===== src/rtl/des_sbox_loader_if.sv =====
// Stream-in / S-box edit-out bundle for the S-box table loader.
// slave = loader view, master = stream source and S-box edit consumer view.
interface des_sbox_loader_if #(
    parameter int SEL_W = 3
);
    logic             s_valid;
    logic [3:0]       s_data;
    logic             s_ready;
    logic             edit_sbox;
    logic [SEL_W-1:0] sbox_sel;
    logic [1:0]       row_sel;
    logic [3:0]       col_sel;
    logic [3:0]       new_sbox_val;

    modport slave (
        input  s_valid, s_data,
        output s_ready, edit_sbox, sbox_sel, row_sel, col_sel, new_sbox_val
    );

    modport master (
        output s_valid, s_data,
        input  s_ready, edit_sbox, sbox_sel, row_sel, col_sel, new_sbox_val
    );
endinterface


===== src/rtl/des_sbox_loader.sv =====
// Sequences a 4-bit entry stream into the shared S-box edit port, one write per accepted beat.
// Latency: beat accepted in N is written in N+1; s_ready is high for the whole LOAD state.
module des_sbox_loader #(
    parameter  int NUM_SBOX = 8,
    localparam int SEL_W    = $clog2(NUM_SBOX)
) (
    input  logic             clk,
    input  logic             rst_n,
    input  logic             i_cfg_start,
    input  logic             i_cfg_all,
    input  logic [SEL_W-1:0] i_cfg_sbox,
    input  logic             i_cfg_abort,
    des_sbox_loader_if.slave s_if,
    output logic             o_busy,
    output logic             o_cipher_hold,
    output logic             o_done,
    output logic             o_aborted
);
    typedef enum logic [1:0] {IDLE = 2'd0, LOAD = 2'd1, DRAIN = 2'd2} state_t;

    state_t           r_state;
    state_t           w_next;
    logic [SEL_W-1:0] r_sbox;
    logic [SEL_W-1:0] r_end;
    logic [1:0]       r_row;
    logic [3:0]       r_col;
    logic             r_edit;
    logic [SEL_W-1:0] r_sbox_sel;
    logic [1:0]       r_row_sel;
    logic [3:0]       r_col_sel;
    logic [3:0]       r_val;
    logic             r_done;
    logic             r_aborted;
    logic             w_s_ready;
    logic             w_busy;
    logic             w_accept;
    logic             w_last;

    assign w_accept = (r_state == LOAD) && s_if.s_valid;
    assign w_last   = w_accept && (r_col == 4'd15) && (r_row == 2'd3) && (r_sbox == r_end);

    always_ff @(posedge clk or negedge rst_n) begin
        if (!rst_n) r_state <= IDLE;
        else        r_state <= w_next;
    end

    // Abort takes priority over completing on the last beat.
    always_comb begin
        w_next = r_state;
        case (r_state)
            IDLE:    if (i_cfg_start) w_next = LOAD;
            LOAD:    if (i_cfg_abort) w_next = IDLE;
                     else if (w_last) w_next = DRAIN;
            DRAIN:   w_next = IDLE;
            default: w_next = IDLE;
        endcase
    end

    always_comb begin
        w_s_ready = (r_state == LOAD);
        w_busy    = (r_state != IDLE);
    end

    always_ff @(posedge clk or negedge rst_n) begin
        if (!rst_n) begin
            r_sbox <= '0;
            r_end  <= '0;
            r_row  <= '0;
            r_col  <= '0;
        end else if (r_state == IDLE && i_cfg_start) begin
            r_sbox <= i_cfg_all ? '0 : i_cfg_sbox;
            r_end  <= i_cfg_all ? SEL_W'(NUM_SBOX - 1) : i_cfg_sbox;
            r_row  <= '0;
            r_col  <= '0;
        end else if (w_accept) begin
            // Column fastest, then row, then S-box.
            r_col <= r_col + 4'd1;
            if (r_col == 4'd15)                  r_row  <= r_row + 2'd1;
            if (r_col == 4'd15 && r_row == 2'd3) r_sbox <= r_sbox + 1'b1;
        end
    end

    always_ff @(posedge clk or negedge rst_n) begin
        if (!rst_n) begin
            r_edit     <= 1'b0;
            r_sbox_sel <= '0;
            r_row_sel  <= '0;
            r_col_sel  <= '0;
            r_val      <= '0;
            r_done     <= 1'b0;
            r_aborted  <= 1'b0;
        end else begin
            r_edit    <= w_accept;
            r_done    <= (r_state == DRAIN);
            r_aborted <= (r_state == LOAD) && i_cfg_abort;
            if (w_accept) begin
                r_sbox_sel <= r_sbox;
                r_row_sel  <= r_row;
                r_col_sel  <= r_col;
                r_val      <= s_if.s_data;
            end
        end
    end

    assign s_if.s_ready      = w_s_ready;
    assign s_if.edit_sbox    = r_edit;
    assign s_if.sbox_sel     = r_sbox_sel;
    assign s_if.row_sel      = r_row_sel;
    assign s_if.col_sel      = r_col_sel;
    assign s_if.new_sbox_val = r_val;
    assign o_busy            = w_busy;
    assign o_cipher_hold     = w_busy;
    assign o_done            = r_done;
    assign o_aborted         = r_aborted;
endmodule


===== src/flat_wrapper.sv =====
// flat-port wrapper written by rule: the top's interface ports become plain ports
module des_sbox_loader_flat 
#(
    parameter  int NUM_SBOX = 8,
    localparam int SEL_W    = $clog2(NUM_SBOX)
)
  (clk, rst_n, i_cfg_start, i_cfg_all, i_cfg_sbox, i_cfg_abort, o_busy, o_cipher_hold, o_done, o_aborted, s_if_s_valid, s_if_s_data, s_if_s_ready, s_if_edit_sbox, s_if_sbox_sel, s_if_row_sel, s_if_col_sel, s_if_new_sbox_val);
  des_sbox_loader_if #(.SEL_W(3)) s_if_i ();
  input  logic clk;
  input  logic rst_n;
  input  logic i_cfg_start;
  input  logic i_cfg_all;
  input  logic [SEL_W-1:0] i_cfg_sbox;
  input  logic i_cfg_abort;
  output logic o_busy;
  output logic o_cipher_hold;
  output logic o_done;
  output logic o_aborted;
  input wire logic [$bits(s_if_i.s_valid)-1:0] s_if_s_valid;
  input wire logic [$bits(s_if_i.s_data)-1:0] s_if_s_data;
  output wire logic [$bits(s_if_i.s_ready)-1:0] s_if_s_ready;
  output wire logic [$bits(s_if_i.edit_sbox)-1:0] s_if_edit_sbox;
  output wire logic [$bits(s_if_i.sbox_sel)-1:0] s_if_sbox_sel;
  output wire logic [$bits(s_if_i.row_sel)-1:0] s_if_row_sel;
  output wire logic [$bits(s_if_i.col_sel)-1:0] s_if_col_sel;
  output wire logic [$bits(s_if_i.new_sbox_val)-1:0] s_if_new_sbox_val;
  assign s_if_i.s_valid = s_if_s_valid;
  assign s_if_i.s_data = s_if_s_data;
  assign s_if_s_ready = s_if_i.s_ready;
  assign s_if_edit_sbox = s_if_i.edit_sbox;
  assign s_if_sbox_sel = s_if_i.sbox_sel;
  assign s_if_row_sel = s_if_i.row_sel;
  assign s_if_col_sel = s_if_i.col_sel;
  assign s_if_new_sbox_val = s_if_i.new_sbox_val;
  des_sbox_loader #(.NUM_SBOX(NUM_SBOX)) u_core (.clk(clk), .rst_n(rst_n), .i_cfg_start(i_cfg_start), .i_cfg_all(i_cfg_all), .i_cfg_sbox(i_cfg_sbox), .i_cfg_abort(i_cfg_abort), .s_if(s_if_i), .o_busy(o_busy), .o_cipher_hold(o_cipher_hold), .o_done(o_done), .o_aborted(o_aborted));
endmodule

===== config.mk =====
export PLATFORM = sky130hd
export DESIGN_NAME = des_sbox_loader_flat
export DESIGN_NICKNAME = d
export VERILOG_FILES = /design/src/rtl/des_sbox_loader_if.sv /design/src/rtl/des_sbox_loader.sv /design/src/flat_wrapper.sv
export SDC_FILE = /design/constraint.sdc
export NUM_CORES = 1
export LEC_CHECK = 0
export ABC_AREA = 0
export CORE_ASPECT_RATIO = 2
export CORE_MARGIN = 2
export CORE_UTILIZATION = 25
export DETAILED_ROUTE_END_ITERATION = 16
export SLEW_MARGIN = 10
export SYNTH_ARGS = -nofsm -noshare
export SYNTH_HDL_FRONTEND = slang
export SYNTH_SLANG_ARGS = --single-unit

===== constraint.sdc =====
create_clock -name clk -period 1.25 [get_ports clk]
set_input_delay 0.1875 -clock clk [delete_from_list [all_inputs] [get_ports clk]]
set_output_delay 0.1875 -clock clk [all_outputs]
set_load 0.01 [all_outputs]

# Yosys cells after proc, flatten, opt, wreduce, memory -nomap -nowiden

Cells that the tools add are included.

Bits in registers: 30
Word-level logic and storage cells: 51
Output and inout bits: 19
Input port bits: 13

Mux-type cells: 14
Add/subtract/negate cells: 3
Reduce and logical (&&, ||, !) cells: 15
Equal/unequal tests: 7

Operators by type and width:

| kind                                                             | number |
|---|---|
| 3-bit 2-to-1 mux                                                 | 5 |
| 2-bit 2-to-1 mux                                                 | 6 |
| 4-bit 2-to-1 mux                                                 | 2 |
| 2-bit nonzero test                                               | 4 |
| 1-bit logical AND                                                | 7 |
| 2-bit AND reduction                                              | 3 |
| 4-bit by 1-bit adder with 4-bit output (second input constant)   | 1 |
| 2-bit == test (second input constant)                            | 2 |
| 4-bit == test (second input constant)                            | 1 |
| 2-bit one-hot mux with 2 select lines                            | 1 |
| 3-bit by 1-bit adder with 3-bit output (second input constant)   | 1 |
| 3-bit == test                                                    | 1 |
| 3-bit by 2-bit != test with 1-bit output (second input constant) | 1 |
| 2-bit by 1-bit adder with 2-bit output (second input constant)   | 1 |
| 2-bit by 1-bit == test with 1-bit output (second input constant) | 1 |
| 2-bit logical NOT                                                | 1 |
| 2-bit != test (second input constant)                            | 1 |

# Depth between registers and ports, before layout

Depth in word-level cells: 8
Gate-level depth with buffers: 7
Mapped depth without buffers: 4

# Worst setup path after synthesis

Ideal clock, no wire load.

Path type: reg2reg
Start: register u_core.r_col[0]
End: register u_core.r_sbox[2]
Buffers on the path: 0
Arrival: 1,211 ps
Data required time: 1,181 ps
Setup time: 69 ps
Clock period less this slack: 1,280 ps
Path slack: -30 ps
Cell stages (with the launch flop): 5
Path through: dfrtp_1 ha_1 nand4_1 or4_1 nand3_1

Cells in the longest elaborated chain, start to end: 4

Ends and longest elaborated chain:

| item                                 | line                  | RTL |
|---|---|---|
| start, declared                      | des_sbox_loader.sv:26 | `logic [3:0] r_col;` |
| start signal, assigned               | des_sbox_loader.sv:77 | `r_col <= r_col + 4'd1;` |
| 4-bit == test                        | des_sbox_loader.sv:79 | `if (r_col == 4'd15 && r_row == 2'd3) r_sbox <= r_sbox + 1'b1;` |
| 1-bit logical AND                    | des_sbox_loader.sv:79 |  |
| 2-bit nonzero test (no source line)  | --                    |  |
| 2-bit AND reduction (no source line) | --                    |  |
| end signal, assigned                 | des_sbox_loader.sv:71 | `r_sbox <= i_cfg_all ? '0 : i_cfg_sbox;` |
| end signal, assigned                 | des_sbox_loader.sv:79 |  |
| end, declared                        | des_sbox_loader.sv:23 | `logic [SEL_W-1:0] r_sbox;` |

Every way passes these cells.
A chain may end at the register's enable or synchronous reset.

# Worst setup path after layout

Start: register u_core.r_state[1]
End: register u_core.r_sbox[0]

Cells in the longest elaborated chain, start to end: 4
Elaborated cells between the ends (all ways): 8
Those cells by class: eq/ne: 1; mux: 1; reduce/logical: 6

Ends and longest elaborated chain:

| item                                                                                 | line                                         | RTL |
|---|---|---|
| start, declared                                                                      | des_sbox_loader.sv:21                        | `state_t r_state;` |
| start signal, assigned                                                               | des_sbox_loader.sv:44                        | `else r_state <= w_next;` |
| 2-bit by 1-bit == test with 1-bit output / 2-bit logical NOT (equally long branches) | des_sbox_loader.sv:39, des_sbox_loader.sv:70 |  |
| 1-bit logical AND, on equally long branches                                          | des_sbox_loader.sv:39, des_sbox_loader.sv:70 |  |
| 2-bit nonzero test (no source line)                                                  | --                                           |  |
| 2-bit AND reduction (no source line)                                                 | --                                           |  |

Parallel ways exist; a longest one is shown, timed or not.

==> out/results.tsv <==
metric	value	unit
WS Path Type	reg2reg	
global route total overflow	0	
#FFs+latches synth	30	
CTS tree	done	
clock skew	0.00527	ns
EDFF count, synth	0	
Pleak	1.05	nW
Tcrit/Tclk final	1.12	
# diodes	0	
Layout area overhead	49.2	%
Max Slew Vio Count	0	
Worst Max-Slew Pin Slew	0.320	ns
Die Footprint	0.00608	sq mm
setup ws final	-0.147	ns
via count	1175	
Initial DRC Count	16	
Max-Slew Margin vs Limit	0.786	
first drt pass iteration count	5	
Synth warnings	0	
multiplexer area fraction after synthesis	0	
average wire per standard cell	11.9	um
Core Footprint	0.00533	sq mm
Setup crit end kind	flop	
vias in the first global route	1222	
Starting Density	0.255	
post-layout min period	1.40	ns
critical path arrival	1.61	ns
synthesized area	0.00136	sq mm
Non-Filler Instances	258	
CTS H-Tree Depth	2	
RSZ-0062 raised after global routing	true	
Reg2Reg Launch Point	u_core.r_state[1]	
clock-pin slew on the worst setup and hold paths	0.06	ns
FF-to-FF path depth	4	
Final setup viols	26	
Seq/Total Area, Yosys	0.552	
cell row count	38	
largest net degree at the start of global routing	31	
crit-path max FO	7	
HP Class	in2async	
Mapped Cells	135	
Pwr Density	1300	mW/mm^2
root buffer cell	clkbuf_8	
R2R setup slack	-0.15	ns
IO buf count	31	
initial antenna violation count	0	
largest family of logic cells by synthesized area	simple AND/OR/NAND/NOR gates	
CP Launch Point	u_core.r_state[1]	
total track usage	0.118	
vias per cell	4.55	
final core utilization	0.381	
Hold Fails Final Rpt	0	
Reg2Reg Capture Point	u_core.r_sbox[0]	
Worst Path Required	1.46	ns
worst setup path endpoint	u_core.r_sbox[0]	
Max Freq	716	MHz
post-route ant nets	0	
maximum vdd drop	0.000890	V
hpwl dp	2.27	mm
Post-DP Area	0.00191	sq mm
fin area	0.00203	sq mm
Compound-Gate Fraction of Synth Area	0.0810	
DRC	0	
post-synthesis async set-or-reset flop share	1.00	
CP Launch Type	flop	
Post-Syn Nets	151	
xor and xnor area share after synthesis	0.0322	
synth unique cells	31	
DIE HEIGHT	108	um
post-synthesis simple-gate area fraction	0.257	
maximum clock path buffer count	2	
Routed WL	3.08	mm
failing checks	negative setup slack	
mean post-synth cell area	10.1	sq um
Die X	56.2	um
cts hold-fix bufs	0	
Post-Synth Adder-Cell Area	0.0276	
CTS buffer count	5	
IO Count	32	
status	finished, violations left	
worst skew pair latency	0.28	ns
Inst Count DP	246	
GPL Wtd Cong	0.745	
share of cells above drive strength 1	0.253	
# clock sinks	30	
final net count	214	
top_reg_cell synth	dfrtp_1	
first-pass GRT wire length	5.68	mm
Max Cap Violations	0	
-- report_power, final --
part,total (mW),switching [mW],internal [mW]
sequential,1.22,0.0953,1.12
clock,0.705,0.323,0.382
combinational,0.720,0.340,0.380
-- kinds of logic (layout without fill, tap and decap cells) --
family / count (synthesis) / in the layout
XOR/XNOR: 5 / 5
flip-flops: 30 / 30
adder cells (fa/ha/maj): 3 / 3
AND/OR/NAND/NOR: 72 / 72
buffers and inverters: 10 / 73
AO/OA/AOI/OAI: 15 / 15
-- placed cells by master (no fill, tap or decap), types with 3 or more instances in the layout --
cell type        netlist  final
buf_12                 0      3
buf_2                  1      3
buf_4                  2     27
clkbuf_8               0      5
clkdlybuf4s50_1        0     12
dfrtp_1               30     29
dlygate4sd2_1          0     16
inv_1                  3      3
nand2_1               48     48
nand3b_1               4      4
o211ai_1               5      5
o21ai_0                3      3
o31ai_1                3      3
xor2_1                 4      4
-- per-layer routing --
layer	vias up	wire length (um)	GRT usage
li1	584	-	-
met1	543	1400	0.149
met2	43	1440	0.190
met3	5	197	0.0335
met4	0	42	0.0459
met5	-	0	0
-- worst max-delay path, stage by stage, from the launching register on --
cell and delay (ns):
dfrtp_2 0.45, nand3b_1 0.26, buf_6 0.18, or3_4 0.38
nand3_2 0.07
-- final cells by class --
type                    count  area, sq um
well taps                  60         75.1
repair buffers             62          549
multi-input cells          95          559
clock buffers               7         76.3
fillers                   563         3300
flip-flops and latches     30          752
inverters                   4         17.5
-- worst min-delay path by stage --
stage	startpoint	to	cells after the start	slack, ns
after floorplan	rst_n	u_core.o_aborted	0	-0.11
after global placement	u_core.s_if.new_sbox_val[2]	u_core.s_if.new_sbox_val[2]	2	0.46
after detailed placement	u_core.s_if.sbox_sel[2]	u_core.s_if.sbox_sel[2]	2	0.46
after CTS	rst_n	u_core.r_col[1]	2	0.28
after global routing	rst_n	u_core.r_end[0]	2	0.30
final	rst_n	u_core.r_col[1]	2	0.28
-- cell usage after synthesis (2+ instances only) --
| cell | n | area share |
|---|---|---|
| nand2_1 | 48 | 0.13 |
| dfrtp_1 | 30 | 0.55 |
| o211ai_1 | 5 | 0.028 |
| nand3b_1 | 4 | 0.022 |
| xor2_1 | 4 | 0.026 |
| buf_6 | 3 | 0.025 |
| ha_1 | 3 | 0.028 |
| inv_1 | 3 | 0.0083 |
| nand3_1 | 3 | 0.011 |
| o21ai_0 | 3 | 0.011 |
| o31ai_1 | 3 | 0.017 |
| a21oi_1 | 2 | 0.0074 |
| and4_1 | 2 | 0.013 |
| buf_4 | 2 | 0.011 |
| nand4_1 | 2 | 0.0092 |
| nand4b_1 | 2 | 0.013 |
| nor2_1 | 2 | 0.0055 |
-- state kept, by name, summed over array words and instances (netlist names) --
register	count
u_core.o_aborted	1
u_core.o_done	1
u_core.r_col	4
u_core.r_end	3
u_core.r_row	2
u_core.r_sbox	3
u_core.r_state	2
u_core.s_if.col_sel	4
u_core.s_if.edit_sbox	1
u_core.s_if.new_sbox_val	4
u_core.s_if.row_sel	2
u_core.s_if.sbox_sel	3
-- what timing repair did --
| action | in CTS | in global routing |
|---|---|---|
| endpoints found under the setup margin | 46 | 31 |
| cloned | 0 | 0 |
| gates resized for setup | 30 | 9 |
| pin swaps | 2 | 3 |
| endpoints found under the hold margin | 0 | 0 |
| buffers inserted | 2 | 3 |
-- stage by stage --
step | hold WS (ns) | power [mW] | TNS [ns] | worst slack, ns
2_1_floorplan | -0.108 | 1.57 | -0.0930 | -0.0171
3_3_place_gp | 0.456 | 1.99 | -6.31 | -0.253
3_5_place_dp | 0.463 | 2.01 | -6.68 | -0.282
4_1_cts | 0.281 | 2.66 | -3.01 | -0.154
5_1_grt | 0.304 | 2.83 | -3.75 | -0.199
6_report | 0.277 | 2.64 | -1.63 | -0.147
(Power assumes the default switching activity.)
